<file path="config.mk">
export PLATFORM = sky130hd
export DESIGN_NAME = enclosure_led_ctrl
export DESIGN_NICKNAME = d
export VERILOG_FILES = /design/src/rtl/enclosure_led_ctrl.sv
export SDC_FILE = /design/constraint.sdc
export NUM_CORES = 1
export LEC_CHECK = 0
export CAP_MARGIN = 20
export CORE_MARGIN = 10
export CORE_UTILIZATION = 46
export DETAILED_ROUTE_END_ITERATION = 10
export PLACE_DENSITY = 0.68
export SETUP_SLACK_MARGIN = 0.3
export SYNTH_ARGS = -nofsm -noshare
export SYNTH_HDL_FRONTEND = slang
export SYNTH_SLANG_ARGS = --single-unit
</file>
<file path="constraint.sdc">
create_clock -name SYSCLK -period 2.2 [get_ports SYSCLK]
set_input_delay 0.44 -clock SYSCLK [delete_from_list [all_inputs] [get_ports SYSCLK]]
set_output_delay 0.44 -clock SYSCLK [all_outputs]
set_load 0.01 [all_outputs]
</file>
<file path="src/rtl/enclosure_led_ctrl.sv">
`default_nettype none
// ============================================================================
// Module   : enclosure_led_ctrl
// Purpose  : Policy arbiter for the two enclosure LEDs (lamp test, override,
//            faults, locate, power status) feeding the LED wave driver.
// Revision : 1.0 - initial release
// ============================================================================
module enclosure_led_ctrl #(
    parameter int         CLK_FRQ       = 25_000_000,
    parameter int         LAMP_TEST_CYC = 50_000_000,
    parameter int         LOCATE_SEC    = 15,
    parameter logic [3:0] MODE_OFF      = 4'h0,
    parameter logic [3:0] MODE_ON       = 4'h1,
    parameter logic [3:0] MODE_BLINK    = 4'h2
) (
    input  logic       SYSCLK,
    input  logic       RESET_N,
    input  logic       PWR_GOOD,
    input  logic [3:0] FAULT_IN,
    input  logic       FAULT_CLR,
    input  logic       LOCATE_REQ,
    input  logic       LOCATE_CANCEL,
    input  logic       OVR_WR,
    input  logic [7:0] OVR_DATA,
    input  logic       OVR_REL,
    output logic [7:0] LED_REG,
    output logic       STATE,
    output logic [3:0] FAULT_LATCH,
    output logic       LOCATE_ACT
);

    localparam logic [31:0] c_LAMP_LAST = 32'(LAMP_TEST_CYC - 1);
    localparam logic [31:0] c_LOC_LOAD  = 32'(LOCATE_SEC * CLK_FRQ - 1);

    typedef enum logic [0:0] {
        ST_LAMP   = 1'b0,
        ST_NORMAL = 1'b1
    } state_t;

    state_t      r_state;
    logic [31:0] r_lamp_cnt;
    logic        r_pg_s1, r_pg_s2, r_pwr_ok;
    logic [3:0]  r_flt_s1, r_flt_s2;
    logic [31:0] r_loc_cnt;
    logic        r_ovr_act;
    logic [7:0]  r_ovr_val;
    logic [3:0]  w_led0, w_led1;
    logic [7:0]  w_policy;

    function automatic logic [3:0] f_sanitize(input logic [3:0] n);
        return (n == MODE_OFF || n == MODE_ON || n == MODE_BLINK) ? n : MODE_OFF;
    endfunction

    // Power-good gets one stage past its synchronizer so it lines up with the
    // fault path (sync, latch, LED).
    always_ff @(posedge SYSCLK or negedge RESET_N) begin
        if (!RESET_N) begin
            r_pg_s1  <= 1'b0;
            r_pg_s2  <= 1'b0;
            r_pwr_ok <= 1'b0;
            r_flt_s1 <= 4'h0;
            r_flt_s2 <= 4'h0;
        end else begin
            r_pg_s1  <= PWR_GOOD;
            r_pg_s2  <= r_pg_s1;
            r_pwr_ok <= r_pg_s2;
            r_flt_s1 <= FAULT_IN;
            r_flt_s2 <= r_flt_s1;
        end
    end

    // Clear only drops bits whose source is gone; a live source always re-sets.
    always_ff @(posedge SYSCLK or negedge RESET_N) begin
        if (!RESET_N) begin
            FAULT_LATCH <= 4'h0;
        end else if (FAULT_CLR) begin
            FAULT_LATCH <= (FAULT_LATCH & r_flt_s2) | r_flt_s2;
        end else begin
            FAULT_LATCH <= FAULT_LATCH | r_flt_s2;
        end
    end

    always_ff @(posedge SYSCLK or negedge RESET_N) begin
        if (!RESET_N) begin
            LOCATE_ACT <= 1'b0;
            r_loc_cnt  <= 32'd0;
        end else if (LOCATE_CANCEL) begin
            LOCATE_ACT <= 1'b0;
        end else if (LOCATE_REQ) begin
            LOCATE_ACT <= 1'b1;
            r_loc_cnt  <= c_LOC_LOAD;
        end else if (LOCATE_ACT) begin
            if (r_loc_cnt == 32'd0) begin
                LOCATE_ACT <= 1'b0;
            end else begin
                r_loc_cnt <= r_loc_cnt - 32'd1;
            end
        end
    end

    always_ff @(posedge SYSCLK or negedge RESET_N) begin
        if (!RESET_N) begin
            r_ovr_act <= 1'b0;
            r_ovr_val <= 8'h00;
        end else if (OVR_WR) begin
            r_ovr_act <= 1'b1;
            r_ovr_val <= {f_sanitize(OVR_DATA[7:4]), f_sanitize(OVR_DATA[3:0])};
        end else if (OVR_REL) begin
            r_ovr_act <= 1'b0;
        end
    end

    always_comb begin
        w_led0   = r_pwr_ok ? MODE_ON : MODE_OFF;
        w_led1   = (FAULT_LATCH != 4'h0) ? MODE_ON :
                   (LOCATE_ACT ? MODE_BLINK : MODE_OFF);
        w_policy = r_ovr_act ? r_ovr_val : {w_led1, w_led0};
    end

    always_ff @(posedge SYSCLK or negedge RESET_N) begin
        if (!RESET_N) begin
            r_state    <= ST_LAMP;
            r_lamp_cnt <= 32'd0;
            LED_REG    <= 8'h00;
        end else if (r_state == ST_LAMP) begin
            LED_REG    <= {MODE_ON, MODE_ON};
            r_lamp_cnt <= r_lamp_cnt + 32'd1;
            if (r_lamp_cnt == c_LAMP_LAST) begin
                r_state <= ST_NORMAL;
            end
        end else begin
            LED_REG <= w_policy;
        end
    end

    assign STATE = (r_state == ST_NORMAL);

endmodule
`default_nettype wire

</file>
* Word-level counts from Yosys, hierarchy flattened *
Index checks and enable logic that the tools add are counted.

cells by class
  bitwise operators = 4
  $lt $le $gt $ge = 0
  reductions and logical operators = 11
  equal/unequal tests = 6
  $mul = 0
  muxes and demuxes = 19
  divide/modulo/power cells = 0
  shift-type cells = 0
  $add $sub $neg = 2

operators by type and width
  kind                   number
  $mux 32                3
  $add 32x1->32 const B  1
  $eq 32x26->1 const B   1
  $logic_not 32->1       1
  $sub 32x1->32 const B  1
  $mux 8                 2
  $mux 4                 3
  $mux 1                 9
  $eq 4x1->1 const B     2
  $eq 4x2->1 const B     2
  $logic_not 4->1        2
  $or 4x4->4             2
  $and 4x4->4            1
  $logic_or 1x1->1       4
  $mux 2                 2
  $reduce_bool 2->1      2
  $reduce_bool 4->1      1
  $reduce_and 3->1       1
  $ne 2x2->1 const B     1
  $not 1->1              1

word-level totals
  flip-flop bits (word level) = 98
  bits in writable memories = 0
  memories kept = 0
  bits in latches = 0
  bits in read-only memories = 0
  output and inout port bits = 14
  logic and storage cells = 55

* Logic depth before layout (Yosys ltp) *
Gate-level depths: netlist (run 1).

  word-level depth = 5
  depth in mapped cells = 9

* Least setup slack after synthesis (run 1) *
Ideal clock, no wire load.

  path type = reg-to-reg
  start point = reg r_loc_cnt[0]
  end point = reg r_loc_cnt[26]
  data required time = 2.074 ns
  stages on the path, launching flop included = 9
  setup time = 0.126 ns
  arrival = 2.148 ns
  setup slack = -0.074 ns
  buffers on the path = 1
  path through = dfrtp_1 -> inv_1 -> ha_1 -> nor3b_1 -> and3_1 -> buf_4 -> a31o_2 -> or3_1 -> o32a_1

on the way
  word-level cells in the longest chain between the ends = 4
  elaborated cells on any way between the ends = 7

ends and longest elaborated chain
  element                   line  source
  start: declaration        44    logic [31:0] r_loc_cnt;
  start signal: assignment  91    r_loc_cnt <= c_LOC_LOAD;
  start signal: assignment  96    r_loc_cnt <= r_loc_cnt - 32'd1;
  $sub 32x1->32             96
  $mux 32                   93    if (r_loc_cnt == 32'd0) begin
  $mux 32                   92    end else if (LOCATE_ACT) begin
  $mux 32                   89    end else if (LOCATE_REQ) begin

Parallel ways exist; a longest one is shown, timed or not. The select of a mux whose other input is x is not followed.
A chain may end at the register's enable or synchronous reset.

* Worst setup path in the final report (run 1) *
  start point = reg r_loc_cnt[11]
  end point = reg r_loc_cnt[17]

The elaborated chain is that of the path after synthesis.

==> impl_metrics.tcl, run 1 <==
set metrics [dict create \
    cp_num_buf_inv 1 \
    synth_edf_count 0 \
    rows 36 \
    layout-drive-gt1-share 0.251 \
    max-cap-violations 0 \
    numCtsBuffers 9 \
    slew_viol_final 0 \
    ys_seq_area_frac 0.526 \
    synthCells 445 \
    max-vdd-ir-drop_mv 0.335 \
    finalHoldViolCount 0 \
    htreeDepth 3 \
    grt_pass1_vias 3789 \
    synth_most_common_cell "dfrtp_1" \
    overflow 0 \
    cts_hold_buf 0 \
    drtIter0Drc 289 \
    crit_path_start_kind "flip-flop" \
    wl_met1_um 5190 \
    insertedDiodeCount 0 \
    synthesis.area_um2 4660 \
    antenna_found_initial 0 \
    crit_end "r_loc_cnt[17]" \
    avgSynthCellArea_um2 10.5 \
    cts_buffer_depth 2 \
    cp_slowest_stage_delay_ns 0.44 \
    ys_warn_count 0 \
    grt_max_degree 36 \
    status "finished, final reports clean" \
    area_growth_pct 31.7 \
    grt_usage 0.156 \
    p_leak_nw 2.53 \
    ys_ff_latch 98 \
    r2r_slack_ns 0.16 \
    cp_data_required_time_ns 2.48 \
    r2r_cells 6 \
    finalPower_mw 3.87 \
    power.density_nw_per_um2 629 \
    wl_met2_um 5650 \
    fin_setup_tns_ns 0 \
    period_minus_slack_ns 2.04 \
    worstSkewPairLatency_ns 0.38 \
    max_freq_mhz 491 \
    setup_violations 0 \
    synth_top_area_frac 0.526 \
    synth_nets 467 \
    async_reset_ff_frac 1.00 \
    cp_slowest_cell "dfrtp_2" \
    ant_nets 0 \
    drc 0 \
    crit_fanout 30 \
    dr.pass1.iters 5 \
    drt-total-wl_um 11600 \
    crit_start "r_loc_cnt[11]" \
    skew_ns 0.0131 \
    cts_sinks 98 \
    cts_tree "built" \
    met3_length_um 590 \
    core_region_area_um2 9820 \
    port_buffers 33 \
    initial_core_util 0.475 \
    dieArea_um2 14600 \
    gp_congestion 0.842 \
    rsz0062_at_grt "true" \
    r2r_end "r_loc_cnt[17]" \
    crit_family "simple AND/OR/NAND/NOR gates" \
    end_kind "flip-flop" \
    r2r-start "r_loc_cnt[11]" \
    synth_ff_type "dfrtp_1" \
    maxUsedRoutingLayer "met4" \
    cp.depth 6 \
    slew_headroom 0.685 \
    die_w_um 121 \
    cts.reportedPaths.clkPinSlew_ns 0.10 \
    synth_cell_types 58 \
    io_pins 34 \
    yosys.area.top_type "dfrtp_1" \
    worstPathArrival_ns 2.32 \
    die_y_um 121 \
    hp-class "in -> async" \
    worstMarginPinSlew_ns 0.473 \
    synthTopCellsByArea "dfrtp_1 (53%), xnor2_1 (3.8%), nor2_1 (3.1%), nand2_1 (2.6%), and3_1 (2.5%)" \
    nets 559 \
    avgViaCountPerCell 5.87 \
    num_vias 3965 \
    finalCritPeriodShare 0.927 \
    grt_pass1_wl_um 18700 \
    crit_type "reg -> reg" \
    cts_root_buffer "clkbuf_8" \
    whs_ns 0.00159 \
    yosys-top-cells-count "dfrtp_1 (98), nor2_1 (38), nand2_1 (32)" \
    crit_chain "nor4_4 > and3_4 > a31oi_2 > buf_12 > and3_1 > a311oi_2" \
    place_hpwl_um 7410 \
    wl_per_cell_um 17.2 \
]
## power breakdown
group / switching (mW) / internal [mW]
logic: 0.295 / 0.268
clock network: 0.705 / 0.583
registers: 0.122 / 1.89
## logic make-up (layout without fill, tap and decap cells)
logic type	count (synthesis)	after routing	synth area share
XOR/XNOR	31	31	0.0582
AO/OA/AOI/OAI	77	78	0.126
flip-flops	98	98	0.526
adder cells (fa/ha/maj)	2	2	0.00536
multiplexers	5	5	0.0110
buffers and inverters	33	129	0.0306
AND/OR/NAND/NOR	199	199	0.244
## routing by layer
metal  up-vias  track usage
li1       1847            -
met1      1965        0.204
met2       127        0.241
met3        26       0.0391
met4         0       0.0626
met5         -            0
## cell type report
class / count / area [µm²]
multi-input cells: 315 / 2360
clock inverters: 6 / 82.6
flip-flops and latches: 98 / 2460
repair buffers: 97 / 873
inverters: 16 / 60.1
clock buffers: 10 / 138
fillers: 804 / 3680
well taps: 133 / 166
## what timing repair did
action                                  4_1_cts  5_1_grt
pin swaps                                    12       12
setup buffers                                19       10
cloned                                        1        0
resized for setup                            30       34
endpoints found under the setup margin       31       38
## through the flow
stage / worst slack [ns] / cells / utilization / instance area, µm²
floorplan: 0.178 / 445 / - / 4710
global route: 0.0856 / 675 / 0.626 / 6140
CTS: 0.201 / 665 / 0.599 / 5880
global placement: 0.114 / 629 / 0.550 / 5400
finish: 0.162 / 675 / 0.626 / 6140
detailed placement: 0.0450 / 629 / 0.550 / 5400
## flip-flops by register name, summed over array words and instances (netlist names)
name	count
r_lamp_cnt	32
r_ovr_val	8
FAULT_LATCH	4
r_flt_s2	4
r_loc_cnt	32
LOCATE_ACT	1
STATE	1
r_pwr_ok	1
LED_REG	8
r_pg_s1	1
r_pg_s2	1
r_flt_s1	4
r_ovr_act	1
## placed cells by master, fill, tap and decap left out, drive strengths merged, types with 8 or more instances in the layout
cell and instances:
dfrtp 98, buf 65, nor2 38, nand2 32
clkdlybuf4s50 30, xnor2 20, and3 19, nand3 19
nand4 17, inv 17, nor4 17, nor3 12
xor2 11, clkbuf 10, o21ai 10, o311ai 9
a311oi 8
## worst min-delay path by stage
| stage | end | cells after the start |
|---|---|---|
| global placement | r_flt_s2[1] | 0 |
| global route | r_loc_cnt[7] | 1 |
| finish | r_loc_cnt[24] | 1 |
| detailed placement | r_pwr_ok | 0 |
| CTS | r_lamp_cnt[30] | 1 |
| floorplan | FAULT_LATCH[0] | 0 |
Note: power is estimated with default switching activity, not from simulation.
==> inputs of run 2 (changes only) <==
CORE_UTILIZATION = 40   (was 46)
GPL_TIMING_DRIVEN = 0   (was unset)
PLACE_DENSITY = unset   (was 0.68)
clock period = 2.03 ns   (was 2.2 ns; I/O delays follow)
==> impl_metrics.tcl, run 2 (synthesized netlist as in run 1, its figures left out) <==
set metrics [dict create \
    max-vdd-ir-drop_mv 0.580 \
    ant_nets 0 \
    rows 39 \
    p_leak_nw 2.68 \
    area_growth_pct 38.1 \
    htreeDepth 3 \
    setup_violations 24 \
    layout-drive-gt1-share 0.307 \
    initial_core_util 0.409 \
    grt_pass1_wl_um 20000 \
    r2r_cells 6 \
    cts_tree "built" \
    cts_root_buffer "clkbuf_16" \
    num_vias 4013 \
    post-place-ws_ns -0.494 \
    worstPathArrival_ns 2.40 \
    grt_usage 0.151 \
    cp_data_required_time_ns 2.27 \
    cts.reportedPaths.clkPinSlew_ns 0.07 \
    crit_type "reg -> reg" \
    cp_slowest_stage_delay_ns 0.57 \
    final_cell_mix "dfrtp_1 (87), buf_4 (48), nor2_1 (36), nand2_1 (29), clkdlybuf4s50_1 (25)" \
    nets 570 \
    violations "hold timing, setup timing" \
    hp-class "in -> async" \
    slew_viol_final 0 \
    cts_buffer_depth 2 \
    status "finished, violations left" \
    power.density_nw_per_um2 695 \
    layout_setup_ws_ns -0.129 \
    end_kind "flip-flop" \
    worstSkewPairLatency_ns 0.36 \
    gp_congestion 0.826 \
    crit_fanout 5 \
    numCtsBuffers 9 \
    grt_pass1_vias 4017 \
    period_minus_slack_ns 2.16 \
    avgViaCountPerCell 5.77 \
    place_hpwl_um 7410 \
    crit_path_start_kind "flip-flop" \
    overflow 0 \
    skew_ns 0.00952 \
    insertedDiodeCount 0 \
    grt_max_degree 68 \
    final_common_cell "dfrtp_1" \
    cp_slowest_cell "or4_4" \
    cts_sinks 98 \
    crit_chain "or4_4 > nor3_4 > a31oi_4 > buf_6 > and3_4 > a221o_1" \
    cts_hold_buf 0 \
    worstMarginPinSlew_ns 0.907 \
    max_freq_mhz 463 \
    drc 0 \
    antenna_found_initial 0 \
    slew_headroom 0.393 \
    top_regs "r_lamp_cnt: 32 flops, r_loc_cnt: 32 flops" \
    finalCritPeriodShare 1.06 \
    die_w_um 128 \
    dr.pass1.iters 6 \
    wl_per_cell_um 18.0 \
    whs_ns -0.00960 \
    rsz0062_at_grt "true" \
    fin_setup_tns_ns -1.28 \
    max-cap-violations 0 \
    port_buffers 32 \
    drtIter0Drc 225 \
    core_region_area_um2 11400 \
    drt-total-wl_um 12600 \
    dieArea_um2 16400 \
    io_pins 34 \
    finalHoldViolCount 25 \
    die_y_um 128 \
]
run 2: layout make-up:
class / instances / area [µm²]
buffer: 17 / 128
clock buffer: 9 / 225
clock inverter: 7 / 52.6
fill: 947 / 4980
inverter: 16 / 60.1
multi-input combinational: 314 / 2470
sequential: 98 / 2470
tap: 143 / 179
timing repair buffer: 92 / 857
run 2: worst max-delay path, delay by kind of cell (launching register included):
kind | cells | cell delay (ns)
and+or+nand+nor | 3 | 0.96
DFF | 1 | 0.40
buffers and inverters | 1 | 0.19
AOI/OAI and AO/OA | 2 | 0.48
run 2: power breakdown:
part           internal (mW)  switching [mW]
clock network          0.839           0.776
registers               2.05           0.140
logic                  0.323           0.345
run 2: timing repair:
action | in CTS | in global routing
setup buffers | 36 | 20
setup endpoints to repair | 49 | 52
gates cloned | 3 | 0
gates resized for setup | 56 | 65
hold endpoints to repair | 0 | 0
pin swaps | 25 | 22
run 2: worst paths after layout:
kind | from | endpoint | slack, ns
max | r_loc_cnt[18] | r_loc_cnt[29] | -0.13
min | RESET_N | r_lamp_cnt[23] | -0.01
max reg2reg | r_loc_cnt[18] | r_loc_cnt[29] | -0.13
min reg2reg | r_pg_s2 | r_pwr_ok | 0.35
max in group asynchronous | RESET_N | r_loc_cnt[10] | 1.35
min in group SYSCLK | r_pg_s2 | r_pwr_ok | 0.35
run 2: stage by stage:
stage / power (mW) / util / instance area, µm² / cells
final: 4.48 / 0.564 / 6440 / 696
after global routing: 4.68 / 0.564 / 6440 / 696
after CTS: 4.42 / 0.527 / 6020 / 676
after detailed placement: 2.66 / 0.459 / 5240 / 621
after global placement: 2.64 / 0.456 / 5210 / 620
after floorplan: 2.46 / - / 4710 / 445
run 2: routing by layer:
layer  global-route usage  routed length (µm)  vias to the layer above
li1                     -                   -                     1864
met1                0.178                5250                     1968
met2                0.238                6120                      137
met3               0.0546                 707                       44
met4               0.0775                 483                        0
met5                    0                   0                        -
==> inputs of run 3 (changes only) <==
RECOVER_POWER = 50   (was unset)
==> impl_metrics.tcl, run 3 (synthesized netlist as in run 1, its figures left out) <==
set metrics [dict create \
    ant_nets 0 \
    cts_root_buffer "clkbuf_16" \
    cts_sinks 98 \
    die_w_um 128 \
    drt-total-wl_um 12500 \
    maxUsedRoutingLayer "met4" \
    cts_tree "built" \
    antenna_found_initial 0 \
    hp-class "in -> async" \
    slew_headroom 0.389 \
    finalCritPeriodShare 1.07 \
    initial_core_util 0.409 \
    drc 0 \
    power.density_nw_per_um2 697 \
    worstMarginPinSlew_ns 0.917 \
    skew_ns 0.00839 \
    finalHoldViolCount 0 \
    final_area_um2 6420 \
    gp_congestion 0.826 \
    place_hpwl_um 7410 \
    num_vias 4040 \
    layout-drive-gt1-share 0.307 \
    port_buffers 32 \
    r2r-start "r_loc_cnt[18]" \
    drtIter0Drc 186 \
    fin_util 0.562 \
    wl_per_cell_um 18.0 \
    whs_ns 0.123 \
    avgViaCountPerCell 5.80 \
    dieArea_um2 16400 \
    numCtsBuffers 9 \
    fin_setup_tns_ns -1.57 \
    setup_violations 27 \
    area_growth_pct 37.6 \
    worstPathArrival_ns 2.41 \
    grt_max_degree 68 \
    nets 570 \
    p_leak_nw 2.67 \
    grt_pass1_vias 4017 \
    wl_met2_um 6210 \
    grt_usage 0.151 \
    io_pins 34 \
    top_regs "r_lamp_cnt: 32 flops, r_loc_cnt: 32 flops" \
    crit_fanout 5 \
    grt_pass1_wl_um 20000 \
    insertedDiodeCount 0 \
    cts_hold_buf 0 \
    die_y_um 128 \
    dr.pass1.iters 5 \
    placed_area_um2 5240 \
    fillCellCount 950 \
    final_cell_mix "dfrtp_1 (87), buf_4 (47), nor2_1 (36), nand2_1 (29)" \
    finalPower_mw 4.47 \
    crit_path_start_kind "flip-flop" \
    slew_viol_final 0 \
    cp_data_required_time_ns 2.27 \
    max-vdd-ir-drop_mv 0.578 \
    place_inst 621 \
    end_kind "flip-flop" \
    violations "setup timing" \
    layout_setup_ws_ns -0.143 \
    r2r_end "r_loc_cnt[29]" \
    htreeDepth 3 \
    crit_type "reg -> reg" \
    wl_met1_um 5160 \
    status "finished, violations left" \
    core_region_area_um2 11400 \
    met3_length_um 694 \
    r2r_cells 6 \
    stdcell_count 696 \
    rsz0062_at_grt "true" \
    final_common_cell "dfrtp_1" \
    overflow 0 \
    cts_buffer_depth 2 \
    period_minus_slack_ns 2.17 \
    r2r_slack_ns -0.14 \
    cts.reportedPaths.clkPinSlew_ns 0.08 \
    max_freq_mhz 460 \
    post-place-ws_ns -0.494 \
    max-cap-violations 0 \
    rows 39 \
    worstSkewPairLatency_ns 0.36 \
]
-- run 3: cell types whose count changed in the layout (fill, tap and decap cells not counted) --
cell / change
clkbuf_4: +1
clkbuf_2: +1
buf_4: -1
buf_16: -1
clkdlybuf4s50_1: -5
dlygate4sd3_1: +5
-- run 3: where the power goes --
group	leakage [nW]	switching, mW	internal [mW]	total (mW)
logic	1.33	0.346	0.316	0.662
clock network	0.136	0.778	0.839	1.62
registers	1.21	0.138	2.05	2.19
total	2.67	1.26	3.21	4.47
-- run 3: area by class of cell --
cell class,instances,area (µm²),share of cell area
buffer,17,128,0.0199
clock buffer,9,225,0.0351
clock inverter,7,52.6,0.00819
inverter,16,60.1,0.00936
multi-input combinational,314,2470,0.385
sequential,98,2470,0.384
tap,143,179,0.0279
timing repair buffer,92,835,0.130
-- run 3: timing repair --
item	4_1_cts	5_1_grt
setup endpoints to repair	49	52
gates cloned	3	0
resized for setup	56	65
buffers inserted	36	20
pin swaps	25	22
-- run 3: how the worst max path moves through the flow --
stage / from / endpoint / cells after the start
after CTS: r_loc_cnt[18] / r_loc_cnt[9] / 6
after floorplan: r_loc_cnt[0] / r_loc_cnt[26] / 8
final: r_loc_cnt[18] / r_loc_cnt[29] / 6
after global placement: RESET_N / LED_REG[5] / 1
after global routing: r_loc_cnt[12] / r_loc_cnt[29] / 6
after detailed placement: r_loc_cnt[1] / r_loc_cnt[0] / 8
-- run 3: critical path: stages, from the launching register on --
cell	delay, ns
dfrtp_1	0.41
or4_4	0.57
nor3_4	0.25
a31oi_4	0.21
buf_6	0.19
and3_4	0.14
a221o_1	0.28
-- run 3: metal layers --
metal  GRT usage  vias up
li1            -     1861
met1       0.178     1998
met2       0.238      137
met3      0.0546       44
met4      0.0775        0
met5           0        -
